`config.mk`:
```
export PLATFORM = sky130hd
export DESIGN_NAME = alu_exec_sequencer
export DESIGN_NICKNAME = d
export VERILOG_FILES = /design/src/rtl/alu_exec_sequencer_pkg.sv /design/src/rtl/alu_4bit.sv /design/src/rtl/alu_exec_sequencer.sv
export SDC_FILE = /design/constraint.sdc
export NUM_CORES = 1
export LEC_CHECK = 0
export BUFFER_PORTS_ARGS = -buffer_cell sky130_fd_sc_hd__buf_2
export CAP_MARGIN = 40
export CORE_MARGIN = 8
export CORE_UTILIZATION = 55
export DETAILED_ROUTE_END_ITERATION = 7
export GPL_TIMING_DRIVEN = 0
export PLACE_DENSITY = 0.77
export SYNTH_ARGS = -nofsm -noshare
export SYNTH_HDL_FRONTEND = slang
export SYNTH_SLANG_ARGS = --single-unit
```
`constraint.sdc`:
```
create_clock -name clk -period 1.89 [get_ports clk]
set_input_delay 0.189 -clock clk [delete_from_list [all_inputs] [get_ports clk]]
set_output_delay 0.189 -clock clk [all_outputs]
set_load 0.01 [all_outputs]
```
`src/rtl/alu_exec_sequencer_pkg.sv`:
```
// Shared definitions for the 4-bit ALU execution sequencer: widths, opcodes,
// instruction layout and controller state encoding.
package alu_exec_sequencer_pkg;

    localparam int DATA_W  = 4;
    localparam int REG_CNT = 4;
    localparam int ADDR_W  = 2;
    localparam int INSTR_W = 9;

    localparam int OP_HI = 8;
    localparam int OP_LO = 6;
    localparam int RS_HI = 5;
    localparam int RS_LO = 4;
    localparam int RT_HI = 3;
    localparam int RT_LO = 2;
    localparam int RD_HI = 1;
    localparam int RD_LO = 0;

    typedef enum logic [2:0] {
        OP_SUB    = 3'd0,
        OP_ADD    = 3'd1,
        OP_OR     = 3'd2,
        OP_AND    = 3'd3,
        OP_RSHIFT = 3'd4,
        OP_LSHIFT = 3'd5,
        OP_LT     = 3'd6,
        OP_EQ     = 3'd7
    } alu_op_e;

    typedef enum logic [1:0] {
        IDLE   = 2'd0,
        DECODE = 2'd1,
        EXEC   = 2'd2,
        WB     = 2'd3
    } seq_state_e;

    typedef struct packed {
        alu_op_e           op;
        logic [ADDR_W-1:0] rs;
        logic [ADDR_W-1:0] rt;
        logic [ADDR_W-1:0] rd;
    } instr_t;

    function automatic instr_t decode_instr(input logic [INSTR_W-1:0] raw);
        instr_t f;
        f.op = alu_op_e'(raw[OP_HI:OP_LO]);
        f.rs = raw[RS_HI:RS_LO];
        f.rt = raw[RT_HI:RT_LO];
        f.rd = raw[RD_HI:RD_LO];
        return f;
    endfunction

endpackage

```
`src/rtl/alu_4bit.sv`:
```
// Purely combinational 4-bit ALU; shared by the sequencer and the display top.
module alu_4bit
    import alu_exec_sequencer_pkg::*;
(
    input  logic [2:0]        op,
    input  logic [DATA_W-1:0] a,
    input  logic [DATA_W-1:0] b,
    output logic [DATA_W-1:0] y
);

    // Opcode decode; compare ops carry a fixed marker pattern in the upper bits.
    always_comb begin
        y = 4'd0;
        case (alu_op_e'(op))
            OP_SUB:    y = a + ~b + 4'd1;
            OP_ADD:    y = a + b;
            OP_OR:     y = a | b;
            OP_AND:    y = a & b;
            OP_RSHIFT: y = {b[3], b[3:1]};
            OP_LSHIFT: y = {a[2:0], a[3]};
            OP_LT:     y = {3'b101, (a < b)};
            OP_EQ:     y = {3'b111, (a == b)};
            default:   y = 4'd0;
        endcase
    end

endmodule

```
`src/rtl/alu_exec_sequencer.sv`:
```
// Four-state controller that reads two registers, runs the ALU and writes the
// result back; owns the 4x4 register file.
module alu_exec_sequencer
    import alu_exec_sequencer_pkg::*;
(
    input  logic       clk,
    input  logic       rst,
    input  logic       load_en,
    input  logic [1:0] load_addr,
    input  logic [3:0] load_data,
    input  logic       instr_valid,
    input  logic [8:0] instr,
    output logic       instr_ready,
    output logic       busy,
    output logic       done,
    output logic [3:0] result,
    input  logic [1:0] dbg_addr,
    output logic [3:0] dbg_data,
    output logic [7:0] instr_count
);

    seq_state_e        state_q, state_d;
    instr_t            instr_q, instr_d;
    logic [DATA_W-1:0] a_q, a_d;
    logic [DATA_W-1:0] b_q, b_d;
    logic [DATA_W-1:0] r_q, r_d;
    logic [DATA_W-1:0] result_q, result_d;
    logic [7:0]        cnt_q, cnt_d;
    logic              done_q, done_d;
    logic              busy_q, busy_d;
    logic [DATA_W-1:0] regs_q [REG_CNT];
    logic [DATA_W-1:0] regs_d [REG_CNT];
    logic [DATA_W-1:0] alu_y_s;

    alu_4bit u_alu (
        .op (instr_q.op),
        .a  (a_q),
        .b  (b_q),
        .y  (alu_y_s)
    );

    // Next-state and datapath update; load only lands while idle and wins over an instruction.
    always_comb begin
        state_d  = state_q;
        instr_d  = instr_q;
        a_d      = a_q;
        b_d      = b_q;
        r_d      = r_q;
        result_d = result_q;
        cnt_d    = cnt_q;
        regs_d   = regs_q;
        case (state_q)
            IDLE: begin
                if (load_en) begin
                    regs_d[load_addr] = load_data;
                end else if (instr_valid) begin
                    instr_d = decode_instr(instr);
                    state_d = DECODE;
                end else begin
                    state_d = IDLE;
                end
            end
            DECODE: begin
                a_d     = regs_q[instr_q.rs];
                b_d     = regs_q[instr_q.rt];
                state_d = EXEC;
            end
            EXEC: begin
                r_d     = alu_y_s;
                state_d = WB;
            end
            WB: begin
                regs_d[instr_q.rd] = r_q;
                result_d           = r_q;
                cnt_d              = cnt_q + 8'd1;
                state_d            = IDLE;
            end
            default: begin
                state_d = IDLE;
            end
        endcase
        done_d = (state_d == WB);
        busy_d = (state_d != IDLE);
    end

    // State and datapath registers with synchronous reset.
    always_ff @(posedge clk) begin
        if (rst) begin
            state_q  <= IDLE;
            instr_q  <= '{op: OP_SUB, rs: 2'd0, rt: 2'd0, rd: 2'd0};
            a_q      <= 4'd0;
            b_q      <= 4'd0;
            r_q      <= 4'd0;
            result_q <= 4'd0;
            cnt_q    <= 8'd0;
            done_q   <= 1'b0;
            busy_q   <= 1'b0;
            for (int i = 0; i < REG_CNT; i++) begin
                regs_q[i] <= 4'd0;
            end
        end else begin
            state_q  <= state_d;
            instr_q  <= instr_d;
            a_q      <= a_d;
            b_q      <= b_d;
            r_q      <= r_d;
            result_q <= result_d;
            cnt_q    <= cnt_d;
            done_q   <= done_d;
            busy_q   <= busy_d;
            regs_q   <= regs_d;
        end
    end

    assign instr_ready = (state_q == IDLE) & ~load_en;
    assign busy        = busy_q;
    assign done        = done_q;
    assign result      = result_q;
    assign instr_count = cnt_q;
    assign dbg_data    = regs_q[dbg_addr];

endmodule

```
* Word-level counts from Yosys, hierarchy flattened
Index checks and enable logic that the tools add are counted.
Cells by class: bitwise gates (word level) 10, $add $sub $neg 4, $mul 0, order comparisons 8, mux-type cells 21, divide/modulo/power cells 0, shifts and indexed selects 0, reduce and logical (&&, ||, !) cells 8, eq/ne operators 13
Operator list (count):
- bitwise mux 16 bit | 2
- 2-to-1 mux 4 bit | 8
- case mux 16 bit (2 select lines) | 1
- case mux 4 bit (8 select lines) | 1
- binary-select mux 4 bit (select 2 bit) | 3
- demux 4 bit (select 2 bit) | 2
- 2-to-1 mux 16 bit | 1
- >= comparator 3 bit, second input constant | 5
- NOT 2 -> 3 bit | 5
- == test 3 bit, second input constant | 4
- adder 4 bit | 2
- adder 8 x 1 -> 8 bit, second input constant | 1
- case mux 2 bit (4 select lines) | 1
- == test 2 bit, second input constant | 3
- == test 3 x 2 -> 1 bit, second input constant | 2
- < comparator 3 x 1 -> 1 bit, second input constant | 2
- adder 4 x 1 -> 4 bit, second input constant | 1
- bitwise AND 4 bit | 1
- == test 4 bit | 1
- < comparator 4 bit | 1
- NOT 4 bit | 1
- bitwise OR 4 bit | 1
- nonzero test 2 bit | 2
- == test 3 x 1 -> 1 bit, second input constant | 1
- 11 further kinds | 12
Word-level totals: memory bits (read-only) 0, latch bits 0, memory bits (writable) 0, register bits after elaboration 53, memories 0, logic and storage cells 80

* Depth between registers and ports, before layout
depth after elaboration 8, gate-level depth with buffers 9, gate-level depth less buffers 9

* Modules after synthesis
A second synthesis with hierarchy kept.
Unflattened totals: cells, all modules 354, area total of the unflattened synthesis 3557.2 um2
By module, submodules not included:
- alu_exec_sequencer | seq. area each 1061.0 um2, cells an instance 275, instances 1, area each 2977.9 um2
- alu_4bit | seq. area each 0.0 um2, cells an instance 79, instances 1, area each 579.3 um2

* Worst setup path before layout
No wires, ideal clock.
path kind register to register, from reg a_q[1], to reg r_q[3], library setup time 126 ps, required time 1764 ps, path slack 204 ps, cell stages (with the launch flop) 8, arrival time 1560 ps, path through dfxtp_1 inv_1 ha_1 o21ba_1 o21ai_0 xnor2_1 o41ai_2 a2bb2oi_2
On the way: word-level cells in the longest chain between the ends 3, elaborated cells between the ends (all ways) 4, those cells by class 3 x add/sub; 1 x mux
RTL lines:
- from (decl) | line alu_exec_sequencer.sv:24 | logic [DATA_W-1:0] a_q, a_d;
- from (signal assigned) | line alu_exec_sequencer.sv:91 | a_q <= 4'd0;
- from (signal assigned) | line alu_exec_sequencer.sv:104 | a_q <= a_d;
- adder 4 bit | line alu_4bit.sv:15 | OP_SUB: y = a + ~b + 4'd1;
- adder 4 x 1 -> 4 bit | line alu_4bit.sv:15
- case mux 4 bit (8 select lines) * | line alu_4bit.sv:14 | case (alu_op_e'(op))
- to (signal assigned) | line alu_exec_sequencer.sv:106 | r_q <= r_d;
- to (decl) | line alu_exec_sequencer.sv:26 | logic [DATA_W-1:0] r_q, r_d;
Mark *: on every way between the ends. The rest lies on a longest branch, timed or not. A chain may end at the register's enable or synchronous reset.

* Final worst setup path
from reg a_q[0], to reg r_q[1]
The elaborated chain is that of the path after synthesis.

==> impl_metrics.csv <==
group,metric,value,unit
sta,setup_violations,0,
pwr,p_total,3.37,mW
worst_setup_path,r2r-end,"r_q[1]$_SDFFE_PP0P_",
synthesis,syn_avg_cell_area,9.29,um2
worst_setup_path,critPathMaxFanout,4,
sta,fmax,567,MHz
synthesis,synth_fp_nets,370,
synthesis,synth_top_area_share,34.7,%
routing,finalWirelength,7.18,mm
place,io_buffers,39,
die,coreArea,5440,um2
synthesis,synth_cell_types,51,
run,drv_cap,0,
clocking,cts.sink_count,53,
sta,skew,0.0128,ns
sta,tightest_slew,0.554,ns
die,io_pins,40,
routing,drtAntennaViolNets,0,
grt,grt_max_degree,18,
sta,final_hold_viol_count,0,
grt,grt_busiest_layer,"met2",
cells_and_area,mostFrequentLayoutCells,"51 x nor2_1, 50 x dfxtp_1, 41 x buf_2",
routing,routedWlPerCell,16.0,um
grt,use_met3,2.83,%
pwr,p_leak,1.38,nW
cells_and_area,nets,416,
worst_setup_path,reg2reg_depth,7,
sta,slew_headroom,63.1,%
sta,fin_ws,0.127,ns
hold_path,whs_path_depth,2,
cells_and_area,fill_cells,487,
clocking,numCtsBuffers,5,
routing,dr.pass1.iters,4,
worst_setup_path,crit_top_cell,"inv_1",
synthesis,synthCells,329,
hold_path,holdCritStartpoint,"rst",
routing,via_per_inst,5.76,
grt,use_met1,21.7,%
synthesis,syn_area,3060,um2
cells_and_area,fin_cells,448,
routing,vias,2580,
cells_and_area,register_area,1070,um2
die,initial_core_util,56.2,%
clocking,root_buffer,"clkbuf_8",
worst_setup_path,end_kind,"register",
clocking,htreeDepth,2,
synthesis,synth-seq-cells,53,
grt,use_met2,32.0,%
grt,antenna_found_initial,0,
worst_setup_path,critPathSlowestCell,"fa_2",
place,dpl.hpwl,5.54,mm
cells_and_area,diodes,0,
synthesis,yosys_warnings,0,
worst_setup_path,rr_startpoint,"a_q[0]$_SDFFE_PP0N_",
worst_setup_path,path_class,"register to register",
die,dieArea,8200,um2
clocking,cts_tree,"built",
synthesis,synth_flop_cell,"dfxtp_1",
pwr,power_density,968,nW/um2
hold_path,holdPathEnd,"state_q[1]$_SDFF_PP0_",
worst_setup_path,critical-path-max-stage-delay,0.44,ns
grt,first_global_vias,2555,
cells_and_area,multi_input_area,1850,um2
worst_setup_path,r2r_setup_slack,0.13,ns
cells_and_area,stdcell_area,3480,um2
routing,drc,0,
worst_setup_path,cp.required,2.10,ns
cells_and_area,layout-drive-gt1-share,22.1,%
die,fp.dieH,90.6,um
worst_setup_path,cp-start-kind,"register",
place,dp_cells,440,
routing,first_iter_violations,154,
grt,grt_pass1_wl,12.2,mm
clocking,insertion_delay,0.31,ns
hold_path,min_path_type,"primary input to register",
sta,grt_setup_unrepaired,"no",
synthesis,synth_top_cell_by_area,"dfxtp_1",
worst_setup_path,worstPathArrival,1.97,ns
place,dp_slack,-0.113,ns
sta,post-route-period-util,93.3,%
clocking,clk_path_buf_depth,2,
grt,grt_use_total,18.0,%
place,placed_area,3340,um2
die,rows,27,
run_status,status,"complete, no violations",
cells_and_area,syn_to_final_growth,14.0,%
grt,grt_overflow,0,
sta,setup_tns,0,ns
sta,fin_crit,1.76,ns
clocking,clk_pin_slew,0.10,ns
worst_setup_path,cp_cell_sequence,"inv_1 > ha_1 > inv_1 > fa_2 > nor4_1 > a211oi_1 > o21a_1",
sta,maxSlewViolCount,0,
synthesis,synth_edf_count,0,
synthesis,ys_async_sr_fraction,0,%
synthesis,synth_area_leaders,"dfxtp_1 35%, mux4_2 8.8%, ha_1 7.4%",
pwr,vdd_drop_max,0.555,mV
clocking,post_cts_buffers,0,
synthesis,synth_seq_area_share,34.7,%
place,routabilityCongestion,0.928,
die,die_w,90.6,um
cells_and_area,final_common_cell,"nor2_1",
## stage by stage
stage	util, %	hold WS [ns]
after CTS	63.8	0.106
final	64.1	0.113
after global routing	64.1	0.115
after floorplan	-	0.268
after detailed placement	61.4	0.439
after global placement	61.4	0.438
## where the power goes
group          total [mW]  switching (mW)  internal, mW
registers            1.42           0.153          1.27
logic                1.17           0.622         0.547
clock network       0.786           0.388         0.398
total                3.37            1.16          2.21
## cell usage after synthesis, types with 2 or more instances
| cell type | n |
|---|---|
| buf_2 | 3 |
| inv_1 | 13 |
| a22oi_1 | 16 |
| a211oi_1 | 3 |
| o22ai_1 | 18 |
| clkbuf_8 | 3 |
| mux2i_1 | 19 |
| xor2_1 | 7 |
| nor4_1 | 2 |
| or3_1 | 2 |
| a21oi_1 | 19 |
| ha_1 | 18 |
| nor2b_1 | 6 |
| nand4_1 | 3 |
| and2b_1 | 5 |
| clkbuf_2 | 2 |
| dfxtp_1 | 53 |
| o21ai_0 | 7 |
| nand2b_1 | 2 |
| nand3_1 | 10 |
| clkbuf_1 | 6 |
| xnor2_1 | 2 |
| fa_1 | 2 |
| buf_1 | 2 |
| nand2_1 | 18 |
| nor2_1 | 51 |
| and2_1 | 2 |
| mux4_2 | 12 |
## what timing repair did
item / in CTS / in global routing
hold buffers: 0 / 0
pin swaps: 1 / 1
gates cloned: 0 / 0
endpoints found under the setup margin: 1 / 6
resized for setup: 5 / 5
## routing by layer
metal  up-vias  share of wire, %
met5         -                 0
met2        57                51
met4         0               1.1
met3         8               3.5
met1      1243                44
li1       1272                 -
## critical path, delay by kind of cell (launching register included)
family                     cells  cell delay (ns)
adders and majority gates      2             0.66
DFF                            1             0.41
AOI/OAI and AO/OA              2             0.24
and+or+nand+nor                1             0.21
buffers and inverters          2             0.16
## final cells by class
class                      instances  area share, %
buffer                            18           3.41
clock buffer                       5           1.97
clock inverter                     3           1.26
inverter                          13           1.40
multi-input combinational        245           53.1
sequential                        53           30.6
tap                               72           2.59
timing repair buffer              39           5.60
## state kept, by name, summed over array words and instances, names as in the netlist
name / cells
busy: 1
regs_q: 16
result: 4
a_q: 4
instr_q: 9
r_q: 4
done: 1
b_q: 4
state_q: 2
instr_count: 8
## how the worst max path moves through the flow
stage	start	endpoint	slack, ns	cells after the start
after floorplan	a_q[1]$_SDFFE_PP0N_	r_q[3]$_SDFFE_PP0P_	0.20	7
after global placement	a_q[1]$_SDFFE_PP0N_	r_q[3]$_SDFFE_PP0P_	-0.03	7
after detailed placement	a_q[1]$_SDFFE_PP0N_	r_q[3]$_SDFFE_PP0P_	-0.11	7
after CTS	state_q[0]$_SDFF_PP0_	instr_ready	0.02	5
after global routing	state_q[0]$_SDFF_PP0_	regs_q[8]$_SDFFE_PP0P_	0.0002	7
final	a_q[0]$_SDFFE_PP0N_	r_q[1]$_SDFFE_PP0P_	0.13	7
## logic make-up (layout without fill, tap and decap cells)
logic type,Yosys count,in the layout,share of synthesized area [%]
muxes,31,31,15.1
xor gates and xnor gates,9,9,2.58
and+or+nand+nor,110,110,17.2
buffers and inverters,31,78,5.36
AOI/OAI and AO/OA,75,75,16.4
adders and majority gates,20,20,8.68
DFF,53,53,34.7
Note: power is estimated with default switching activity, not from simulation.
